[src/rtl/ram32x4_reader.sv]
// Sequential read initiator: sweeps a synchronous RAM from address 0 to DEPTH-1, presenting each word on valid/ready.
// Optional read-and-clear mode is enabled by defining RAM32X4_READER_CLEAR_EN.
module ram32x4_reader #(
    parameter int unsigned ADDR_W = 5,
    parameter int unsigned DATA_W = 4,
    parameter int unsigned DEPTH  = 32
) (
    input  logic              clock,
    input  logic              resetn,
    input  logic              start,
    output logic [ADDR_W-1:0] mem_address,
    output logic              mem_wren,
    output logic [DATA_W-1:0] mem_data,
    input  logic [DATA_W-1:0] mem_q,
    output logic [ADDR_W-1:0] out_addr,
    output logic [DATA_W-1:0] out_data,
    output logic              out_valid,
    input  logic              out_ready,
    output logic              busy,
    output logic              done
);

    localparam logic [ADDR_W-1:0] LAST = ADDR_W'(DEPTH - 1);

    typedef enum logic [2:0] {
        IDLE,
        ISSUE,
        WAIT,
        PRESENT,
        CLEAR
    } state_t;

    state_t            state_q;
    logic [ADDR_W-1:0] cnt_q;
    logic [ADDR_W-1:0] cnt_d;
    logic [ADDR_W-1:0] addr_q;
    logic [ADDR_W-1:0] oaddr_q;
    logic [DATA_W-1:0] odata_q;
    logic              ovalid_q;
    logic              busy_q;
    logic              done_q;

    always_comb begin
        cnt_d = cnt_q + ADDR_W'(1);
    end

`ifdef RAM32X4_READER_CLEAR_EN
    logic wren_q;
`endif

    always_ff @(posedge clock or negedge resetn) begin
        if (!resetn) begin
            state_q  <= IDLE;
            cnt_q    <= '0;
            addr_q   <= '0;
            oaddr_q  <= '0;
            odata_q  <= '0;
            ovalid_q <= 1'b0;
            busy_q   <= 1'b0;
            done_q   <= 1'b0;
`ifdef RAM32X4_READER_CLEAR_EN
            wren_q   <= 1'b0;
`endif
        end else begin
            done_q <= 1'b0;
            case (state_q)
                IDLE: begin
                    if (start) begin
                        state_q <= ISSUE;
                        cnt_q   <= '0;
                        addr_q  <= '0;
                        busy_q  <= 1'b1;
                    end
                end
                ISSUE: begin
                    state_q <= WAIT;
                end
                WAIT: begin
                    odata_q  <= mem_q;
                    oaddr_q  <= cnt_q;
                    ovalid_q <= 1'b1;
                    state_q  <= PRESENT;
                end
                PRESENT: begin
                    if (out_ready) begin
                        ovalid_q <= 1'b0;
`ifdef RAM32X4_READER_CLEAR_EN
                        wren_q  <= 1'b1;
                        state_q <= CLEAR;
`else
                        if (cnt_q == LAST) begin
                            state_q <= IDLE;
                            addr_q  <= '0;
                            busy_q  <= 1'b0;
                            done_q  <= 1'b1;
                        end else begin
                            cnt_q   <= cnt_d;
                            addr_q  <= cnt_d;
                            state_q <= ISSUE;
                        end
`endif
                    end
                end
`ifdef RAM32X4_READER_CLEAR_EN
                // Write-back of zero happens at the edge ending this cycle; address still equals the counter.
                CLEAR: begin
                    wren_q <= 1'b0;
                    if (cnt_q == LAST) begin
                        state_q <= IDLE;
                        addr_q  <= '0;
                        busy_q  <= 1'b0;
                        done_q  <= 1'b1;
                    end else begin
                        cnt_q   <= cnt_d;
                        addr_q  <= cnt_d;
                        state_q <= ISSUE;
                    end
                end
`endif
                default: begin
                    state_q <= IDLE;
                end
            endcase
        end
    end

`ifdef RAM32X4_READER_CLEAR_EN
    assign mem_wren = wren_q;
`else
    assign mem_wren = 1'b0;
`endif
    assign mem_data    = '0;
    assign mem_address = addr_q;
    assign out_addr    = oaddr_q;
    assign out_data    = odata_q;
    assign out_valid   = ovalid_q;
    assign busy        = busy_q;
    assign done        = done_q;

endmodule

[config.mk]
export PLATFORM = sky130hd
export DESIGN_NAME = ram32x4_reader
export DESIGN_NICKNAME = d
export VERILOG_FILES = /design/src/rtl/ram32x4_reader.sv
export SDC_FILE = /design/constraint.sdc
export NUM_CORES = 1
export LEC_CHECK = 0
export ABC_AREA = 1
export CORE_MARGIN = 5
export CORE_UTILIZATION = 43
export CTS_CLUSTER_DIAMETER = 100
export DETAILED_ROUTE_END_ITERATION = 12
export HOLD_SLACK_MARGIN = 0.06
export PLACE_DENSITY = 0.77
export SETUP_SLACK_MARGIN = 0.05
export SLEW_MARGIN = 0
export SYNTH_ARGS = -nofsm -noshare
export SYNTH_HDL_FRONTEND = slang
export SYNTH_SLANG_ARGS = --single-unit
[constraint.sdc]
create_clock -name clock -period 1.4 [get_ports clock]
set_clock_uncertainty 0.15 [all_clocks]
set_input_delay 0.14 -clock clock [delete_from_list [all_inputs] [get_ports clock]]
set_output_delay 0.14 -clock clock [all_outputs]
set_load 0.05 [all_outputs]
==> results.json, run 1 <==
{
  "cp_num_buf_inv": 1,
  "finalWorstSetupSlack_ns": -0.205,
  "ys_seq_area_frac": 0.516,
  "switching_share": 0.466,
  "violations": "negative setup slack",
  "final_core_util": 0.748,
  "nets": 189,
  "grt_usage": 0.181,
  "power.share.sequential": 0.267,
  "ant_nets": 0,
  "dp_hpwl_um": 2010,
  "ctsRootBufferMaster": "clkbuf_4",
  "die_h_um": 62.0,
  "switchingPower_w": 0.00193,
  "dieWidth_um": 62.0,
  "critPathTopFamily": "simple AND/OR/NAND/NOR gates",
  "ir_drop_mv": 1.97,
  "r2r-end": "cnt_q[2]$_DFFE_PN0P_",
  "stdcell_area_um2": 1890,
  "crit_fanout": 5,
  "slowest_delay_ns": 0.40,
  "io-pin-count": 30,
  "syn_avg_cell_area_um2": 8.68,
  "hold_viol": 0,
  "p_leak_nw": 0.938,
  "r2r_start": "cnt_q[0]$_DFFE_PN0P_",
  "numPortBuffers": 24,
  "clock-sinks": 24,
  "drtIter0Drc": 48,
  "areaGrowthSynthToFinish_pct": 62.0,
  "endpoint_kind": "register",
  "final_cells": 204,
  "worstRegToRegCells": 10,
  "holdCritStartpoint": "mem_q[0]",
  "fin_total_pwr_w": 0.00414,
  "grt_pass1_vias": 1036,
  "numCtsBuffers": 3,
  "holdPathStages": 3,
  "worstPathRequired_ns": 1.47,
  "combPwrFrac": 0.661,
  "drive_gt1_frac": 0.489,
  "cts.path.max_buffers": 2,
  "htreeDepth": 1,
  "syn_area_um2": 1160,
  "antennaDiodeCount": 0,
  "ys_warn_count": 0,
  "rows": 18,
  "placed_area_um2": 1660,
  "rsz0062_at_grt": "yes",
  "die-area_um2": 3850,
  "grt_max_degree": 25,
  "coreArea_um2": 2520,
  "powerDensity_nw_per_um2": 2200,
  "max-cap-violations": 0,
  "cp-start-kind": "register",
  "cp.arrival_ns": 1.67,
  "clk-insertion-delay-late_ns": 0.32,
  "r2r_slack_ns": -0.21,
  "vias": 1017,
  "cts_tree": "yes",
  "fill_cells": 162,
  "place_congestion": 0.751,
  "clk_pin_slew_ns": 0.12,
  "crit_path_frequent_cell": "nand2_2",
  "setup_violations": 12,
  "p_int_w": 0.00221,
  "syn_inst": 134,
  "dp_slack_ns": -0.235,
  "power_frac_clock": 0.072,
  "critical_path_class": "reg -> reg",
  "status": "finished with violations",
  "grt_first_pass_wirelength_um": 4970,
  "wl_um": 3100,
  "antenna_found_initial": 0,
  "drc": 0,
  "path_cells": "ha_2 -> nand2_2 -> nor2_2 -> ha_2 -> nand2_2 -> inv_2 -> nor2_4 -> nand2_4 -> nand2_2 -> nand2_1",
  "grt_overflow": 0,
  "layout_min_cycle_time_ns": 1.61,
  "initial_core_util": 0.461,
  "min_to": "out_data[0]$_DFFE_PN0P_",
  "max_freq_mhz": 623,
  "fin_crit_sh": 1.15,
  "hold_class": "in -> reg",
  "yosysUniqueCellTypes": 21,
  "drv_slew": 0,
  "crit_path_top_delay_cell": "dfrtp_1",
  "vias_per_cell": 4.99,
  "dp.cells": 195,
  "wire_per_inst_um": 15.2,
  "ys_seq_elements": 24,
  "firstDrtPassIters": 4
}
-- Yosys cell counts --
cell | number | area share
a21oi_1 | 2 | 0.0086
nand2_2 | 3 | 0.016
nand4_1 | 1 | 0.0054
nand2_4 | 2 | 0.019
nand3b_1 | 1 | 0.0065
nand3_1 | 3 | 0.013
dfrtp_1 | 24 | 0.52
nor2_4 | 2 | 0.019
o21ai_1 | 1 | 0.0043
buf_2 | 1 | 0.0043
buf_6 | 1 | 0.0097
nor2_2 | 1 | 0.0054
conb_1 | 1 | 0.0032
buf_4 | 6 | 0.039
o21ai_0 | 6 | 0.026
inv_2 | 3 | 0.0097
nand2_1 | 54 | 0.17
inv_1 | 11 | 0.035
ha_1 | 5 | 0.054
nor2_1 | 5 | 0.016
nand3_4 | 1 | 0.015
-- worst reg2reg max path: cells and delay by family, from the launching register on --
kind                     cells  cell delay, ns
AND/OR/NAND/NOR              7            0.51
flip-flops                   1            0.40
buffers and inverters        1            0.05
adder cells (fa/ha/maj)      2            0.40
-- metrics by stage --
stage,hold WS [ns],TNS (ns)
detailed placement,0.358,-2.36
global placement,0.336,-1.28
floorplan,-0.306,-0.970
finish,0.207,-1.83
CTS,0.209,-1.57
global route,0.197,-2.68
-- flip-flops by register name, indices dropped and copies added, names as in the netlist --
name	flops
busy	1
cnt_q	5
done	1
mem_address	5
out_addr	5
out_data	4
out_valid	1
state_q	2
-- repair_timing --
| item | 4_1_cts | 5_1_grt |
|---|---|---|
| hold endpoints to repair | 24 | 0 |
| cloned | 0 | 1 |
| hold buffers | 1 | 0 |
| gates resized for setup | 16 | 34 |
| setup endpoints to repair | 15 | 24 |
| pin swaps | 8 | 13 |
| buffers inserted | 3 | 2 |
-- logic make-up (layout without fill, tap and decap cells) --
family / count (synthesis) / in the layout / share of synthesized area
AO/OA/AOI/OAI: 9 / 9 / 0.0387
adder cells (fa/ha/maj): 5 / 5 / 0.0538
buffers and inverters: 22 / 58 / 0.0978
flip-flops: 24 / 24 / 0.516
other: 1 / 5 / 0.00322
AND/OR/NAND/NOR: 73 / 73 / 0.290
-- per-layer routing --
metal / track usage / vias to the layer above / wire length [um]
li1: - / 481 / -
met5: 0 / - / 0
met3: 0.0207 / 4 / 198
met4: 0.0727 / 0 / 63
met2: 0.317 / 34 / 1660
met1: 0.227 / 498 / 1170
-- worst max-delay path by stage --
stage | start | end | slack (ns) | depth (start not counted)
after global routing | cnt_q[1]$_DFFE_PN0P_ | cnt_q[3]$_DFFE_PN0P_ | -0.27 | 10
after detailed placement | cnt_q[1]$_DFFE_PN0P_ | state_q[0]$_DFFE_PN0P_ | -0.23 | 9
after CTS | cnt_q[1]$_DFFE_PN0P_ | state_q[0]$_DFFE_PN0P_ | -0.18 | 9
after global placement | cnt_q[1]$_DFFE_PN0P_ | cnt_q[3]$_DFFE_PN0P_ | -0.12 | 9
after floorplan | cnt_q[1]$_DFFE_PN0P_ | state_q[0]$_DFFE_PN0P_ | -0.11 | 9
final | cnt_q[0]$_DFFE_PN0P_ | cnt_q[2]$_DFFE_PN0P_ | -0.21 | 10
-- area by class of cell --
class	count	area (um2)	share of cell area
clock buffer	3	22.5	0.0119
inverter	14	60.1	0.0319
multi-input combinational	92	596	0.316
sequential	24	602	0.319
tap	30	37.5	0.0199
timing repair buffer	41	568	0.301
-- power by group through the flow --
stage	Combinational, W	Clock, W	Sequential [W]
3_3_place_gp	0.00211	0	0.00106
2_1_floorplan	0.000872	0	0.00144
5_1_grt	0.00290	0.000341	0.00113
4_1_cts	0.00235	0.000305	0.00107
3_5_place_dp	0.00219	0	0.00107
6_report	0.00274	0.000298	0.00111
-- cell usage in the layout (no fill, tap or decap) --
cell type        count
dfrtp_1             23
inv_2                7
o21ai_1              6
nor2_1               3
inv_6                1
nor2_2               2
nand3_1              2
nor2_4               3
buf_12              18
buf_4               11
ha_4                 3
dlygate4sd3_1        1
o21ai_2              1
clkdlybuf4s50_1      7
buf_6                4
conb_1               5
nand4_1              1
a21oi_2              2
nand2_1             35
inv_4                1
ha_2                 2
nand2_2             19
nand3b_1             1
dfrtp_2              1
nand2_4              5
inv_1                5
nand3_2              1
clkbuf_4             3
nand3_4              1
No activity file was read; power rests on OpenSTA's default activity.
==> inputs of run 2 (changes only) <==
GPL_TIMING_DRIVEN = 0   (was not set)
==> results.json, run 2 (synthesized netlist as in run 1, its figures left out) <==
{
  "path_depth": 9,
  "slew_headroom": 0.315,
  "grt_busiest_layer": "met2",
  "numPortBuffers": 24,
  "holdWs_ns": -0.168,
  "grt_first_pass_wirelength_um": 4260,
  "coreArea_um2": 2520,
  "met2_usage": 0.260,
  "multi_input_area_um2": 574,
  "crit_fanout": 3,
  "wl_um": 2710,
  "grt_max_degree": 25,
  "io-pin-count": 30,
  "max-cap-violations": 0,
  "hold_class": "in -> async",
  "setup_violations": 13,
  "initial_core_util": 0.461,
  "firstDrtPassIters": 4,
  "die_h_um": 62.0,
  "grt_overflow": 0,
  "timing.setup.tns_ns": -1.87,
  "ir_drop_mv": 1.48,
  "critical_path_class": "reg -> reg",
  "final_core_util": 0.656,
  "r2r-end": "cnt_q[3]$_DFFE_PN0P_",
  "drtIter0Drc": 54,
  "worstPathRequired_ns": 1.51,
  "crit_path_frequent_cell": "ha_2",
  "critPathTopFamily": "simple AND/OR/NAND/NOR gates",
  "layout_min_cycle_time_ns": 1.57,
  "crit_path_top_delay_cell": "dfrtp_1",
  "dp.cells": 192,
  "cp-endpoint": "cnt_q[3]$_DFFE_PN0P_",
  "cts_tree": "yes",
  "status": "finished with violations",
  "cp_num_buf_inv": 1,
  "fin_crit_sh": 1.12,
  "clock-sinks": 24,
  "rows": 18,
  "finalWorstSetupSlack_ns": -0.175,
  "htreeDepth": 1,
  "max_freq_mhz": 635,
  "place_congestion": 0.759,
  "vias": 988,
  "final_cells": 210,
  "numCtsBuffers": 3,
  "dieWidth_um": 62.0,
  "ant_nets": 0,
  "cts.path.max_buffers": 2,
  "endpoint_kind": "register",
  "layout_common_cells": "nand2_1 (43), dfrtp_1 (24), buf_4 (17), buf_2 (17), nand2_2 (12)",
  "antenna_found_initial": 0,
  "final_common_cell": "nand2_1",
  "dp_slack_ns": -0.252,
  "grt_pass1_vias": 960,
  "hold_viol": 24,
  "wire_per_inst_um": 12.9,
  "worstRegToRegCells": 9,
  "regArea_um2": 601,
  "nets": 195,
  "die-area_um2": 3850,
  "violations": "negative hold slack, negative setup slack",
  "vias_per_cell": 4.70,
  "drc": 0,
  "worstMarginPinSlew_ns": 1.03,
  "r2r_slack_ns": -0.17,
  "antennaDiodeCount": 0,
  "slowest_delay_ns": 0.41,
  "cp.arrival_ns": 1.69,
  "grt_usage": 0.153,
  "fin_total_pwr_w": 0.00358,
  "ctsRootBufferMaster": "clkbuf_4",
  "p_leak_nw": 0.908,
  "r2r_start": "cnt_q[0]$_DFFE_PN0P_",
  "met1_usage": 0.191,
  "path_cells": "ha_2 -> nand2_2 -> nor2_1 -> ha_2 -> inv_2 -> nand2_4 -> nor2_4 -> nand3_2 -> nand2_1",
  "drive_gt1_frac": 0.467,
  "clk-insertion-delay-late_ns": 0.31,
  "dp_hpwl_um": 1730,
  "ctsHoldBuffers": 0,
  "rsz0062_at_grt": "yes",
  "cp-start-kind": "register",
  "areaGrowthSynthToFinish_pct": 42.3,
  "critPathLaunch": "cnt_q[0]$_DFFE_PN0P_",
  "powerDensity_nw_per_um2": 2160,
  "clk_pin_slew_ns": 0.12,
  "drv_slew": 0,
  "grtUsageMet3": 0.0145,
  "fill_cells": 193
}
-- run 2: cell count changes in the layout (fill, tap and decap cells not counted), moves of 3 or more --
cell / before / now
buf_2: 0 / 17
nand2_2: 19 / 12
o21ai_1: 6 / 3
nand2_1: 35 / 43
buf_4: 11 / 17
buf_12: 18 / 0
-- run 2: worst min-delay path by stage --
stage,cells after the start,to,slack [ns]
6_report,1,out_data[1]$_DFFE_PN0P_,-0.17
5_1_grt,1,out_data[1]$_DFFE_PN0P_,-0.06
4_1_cts,3,out_data[3]$_DFFE_PN0P_,0.20
3_5_place_dp,2,out_data[3]$_DFFE_PN0P_,0.31
3_3_place_gp,2,out_data[0]$_DFFE_PN0P_,0.30
2_1_floorplan,0,busy$_DFFE_PN0P_,-0.31
-- run 2: power breakdown --
part           switching (W)  internal, W  total (W)
combinational        0.00145     0.000837    0.00229
clock               0.000196     0.000101   0.000297
sequential          0.000109     0.000882   0.000991
-- run 2: metrics by stage --
| step | instance area (um2) | hold WS, ns |
|---|---|---|
| after floorplan | 1190 | -0.306 |
| after global placement | 1470 | 0.303 |
| after detailed placement | 1470 | 0.309 |
| after CTS | 1600 | 0.202 |
| after global routing | 1660 | -0.0642 |
| final | 1660 | -0.168 |
-- run 2: cell type report --
| type | count | share of cell area |
|---|---|---|
| Clock buffer | 3 | 0.0136 |
| Multi-Input combinational cell | 92 | 0.347 |
| Buffer | 7 | 0.0385 |
| Sequential cell | 24 | 0.363 |
| Inverter | 14 | 0.0363 |
| Tap cell | 30 | 0.0227 |
| Timing Repair Buffer | 40 | 0.179 |
-- run 2: worst reg2reg max path: stages, from the launching register on --
cell and delay (ns):
dfrtp_1 0.41, ha_2 0.20, nand2_2 0.07, nor2_1 0.05, ha_2 0.18, inv_2 0.08
nand2_4 0.07, nor2_4 0.15, nand3_2 0.09, nand2_1 0.07
-- run 2: layer usage --
metal  part of all wire  vias up
li1                   -      493
met1               0.43      458
met2               0.47       32
met3              0.073        5
met4              0.022        0
met5                  0        -
-- run 2: repair_timing --
item / in CTS / in global routing
pin swaps: 7 / 12
buffers inserted: 7 / 8
setup endpoints to repair: 40 / 55
cloned: 0 / 1
resized for setup: 89 / 37
hold endpoints to repair: 0 / 24
==> inputs of run 3 (changes only) <==
SLEW_MARGIN = 20   (was 0)
==> results.json, run 3 (synthesized netlist as in run 1, its figures left out) <==
{
  "status": "finished with violations",
  "violations": "negative setup slack",
  "drtIter0Drc": 41,
  "powerDensity_nw_per_um2": 2160,
  "nets": 196,
  "cts.path.max_buffers": 2,
  "fin_crit_sh": 1.12,
  "clk-insertion-delay-late_ns": 0.31,
  "vias_per_cell": 4.70,
  "worstPathRequired_ns": 1.51,
  "layout_min_cycle_time_ns": 1.57,
  "die_h_um": 62.0,
  "grt_overflow": 0,
  "wl_um": 2710,
  "placed_area_um2": 1470,
  "htreeDepth": 1,
  "clock-sinks": 24,
  "clk_pin_slew_ns": 0.12,
  "ctsRootBufferMaster": "clkbuf_4",
  "place_congestion": 0.759,
  "endpoint_kind": "register",
  "max_freq_mhz": 635,
  "slew_headroom": 0.655,
  "hold_viol": 0,
  "initial_core_util": 0.461,
  "ant_nets": 0,
  "grtUsageMet3": 0.0145,
  "wire_per_inst_um": 12.8,
  "met1_usage": 0.191,
  "firstDrtPassIters": 4,
  "stdcell_area_um2": 1660,
  "antenna_found_initial": 0,
  "critical_path_class": "reg -> reg",
  "die-area_um2": 3850,
  "cts_tree": "yes",
  "met2_usage": 0.260,
  "p_leak_nw": 0.903,
  "cp-start-kind": "register",
  "timing.setup.tns_ns": -1.87,
  "layout_common_cells": "nand2_1 (43), dfrtp_1 (24), buf_2 (18)",
  "dp_hpwl_um": 1730,
  "drv_slew": 0,
  "grt_usage": 0.153,
  "worstMarginPinSlew_ns": 0.517,
  "setup_violations": 13,
  "io-pin-count": 30,
  "dp_slack_ns": -0.252,
  "worstRegToRegCells": 9,
  "dieWidth_um": 62.0,
  "crit_path_frequent_cell": "ha_2",
  "path_cells": "ha_2 -> nand2_2 -> nor2_1 -> ha_2 -> inv_2 -> nand2_4 -> nor2_4 -> nand3_2 -> nand2_1",
  "antennaDiodeCount": 0,
  "grt_first_pass_wirelength_um": 4260,
  "final_common_cell": "nand2_1",
  "holdWs_ns": 0.164,
  "rows": 18,
  "grt_max_degree": 25,
  "grt_pass1_vias": 960,
  "crit_path_top_delay_cell": "dfrtp_1",
  "finalWorstSetupSlack_ns": -0.175,
  "drive_gt1_frac": 0.470,
  "numPortBuffers": 24,
  "grt_busiest_layer": "met2",
  "hold_class": "in -> async",
  "rsz0062_at_grt": "yes",
  "drc": 0,
  "numCtsBuffers": 3,
  "r2r_slack_ns": -0.17,
  "cp.arrival_ns": 1.69,
  "areaGrowthSynthToFinish_pct": 42.5,
  "ir_drop_mv": 1.49,
  "coreArea_um2": 2520,
  "vias": 992,
  "crit_fanout": 3,
  "final_core_util": 0.657,
  "max-cap-violations": 0,
  "slowest_delay_ns": 0.41
}
-- run 3: cell count changes in the layout (fill, tap and decap cells not counted), sizes merged --
cell          before  now
dlymetal6s2s       1    0
dlygate4sd3        0    1
buf               39   40
-- run 3: worst paths after layout --
check                                   startpoint                         end
max in group asynchronous                   resetn  mem_address[0]$_DFFE_PN0P_
max reg2reg                   cnt_q[0]$_DFFE_PN0P_        cnt_q[3]$_DFFE_PN0P_
min reg2reg                out_data[3]$_DFFE_PN0P_     out_data[3]$_DFFE_PN0P_
min                                         resetn     out_data[1]$_DFFE_PN0P_
max                           cnt_q[0]$_DFFE_PN0P_        cnt_q[3]$_DFFE_PN0P_
min in group clock                        mem_q[2]     out_data[2]$_DFFE_PN0P_
-- run 3: per-layer routing --
| layer | part of all wire | up-vias | wire (um) |
|---|---|---|---|
| met5 | 0 | - | 0 |
| met4 | 0.022 | 0 | 60 |
| met3 | 0.072 | 5 | 196 |
| met2 | 0.47 | 32 | 1280 |
| met1 | 0.43 | 460 | 1170 |
| li1 | - | 495 | - |
-- run 3: worst max-delay path, delay by kind of cell, from the launching register on --
kind	cells	cell delay [ns]
and+or+nand+nor	6	0.50
DFF	1	0.41
adders and majority gates	2	0.38
buffers and inverters	1	0.08
-- run 3: final cells by class --
class,instances,area [um2]
Buffer,7,63.8
Clock buffer,3,22.5
Fill cell,193,865
Inverter,14,60.1
Multi-Input combinational cell,92,574
Sequential cell,24,601
Tap cell,30,37.5
Timing Repair Buffer,41,299
-- run 3: timing repair --
item                                    CTS  global route
gates cloned                              0             1
endpoints found under the setup margin   40            31
hold endpoints to repair                  0            24
hold buffers                              0             1
resized for setup                        89            36
pin swaps                                 7            12
buffers inserted                          7             8
-- run 3: report_power, final --
group          switching [W]  total, W  internal [W]
clock               0.000196  0.000297      0.000101
sequential          0.000110  0.000992      0.000882
combinational        0.00145   0.00229      0.000837
total                0.00176   0.00358       0.00182
-- run 3: through the flow --
step | power [W] | instances
2_1_floorplan | 0.00232 | 138
3_3_place_gp | 0.00275 | 192
3_5_place_dp | 0.00280 | 192
4_1_cts | 0.00329 | 202
5_1_grt | 0.00382 | 211
6_report | 0.00358 | 211
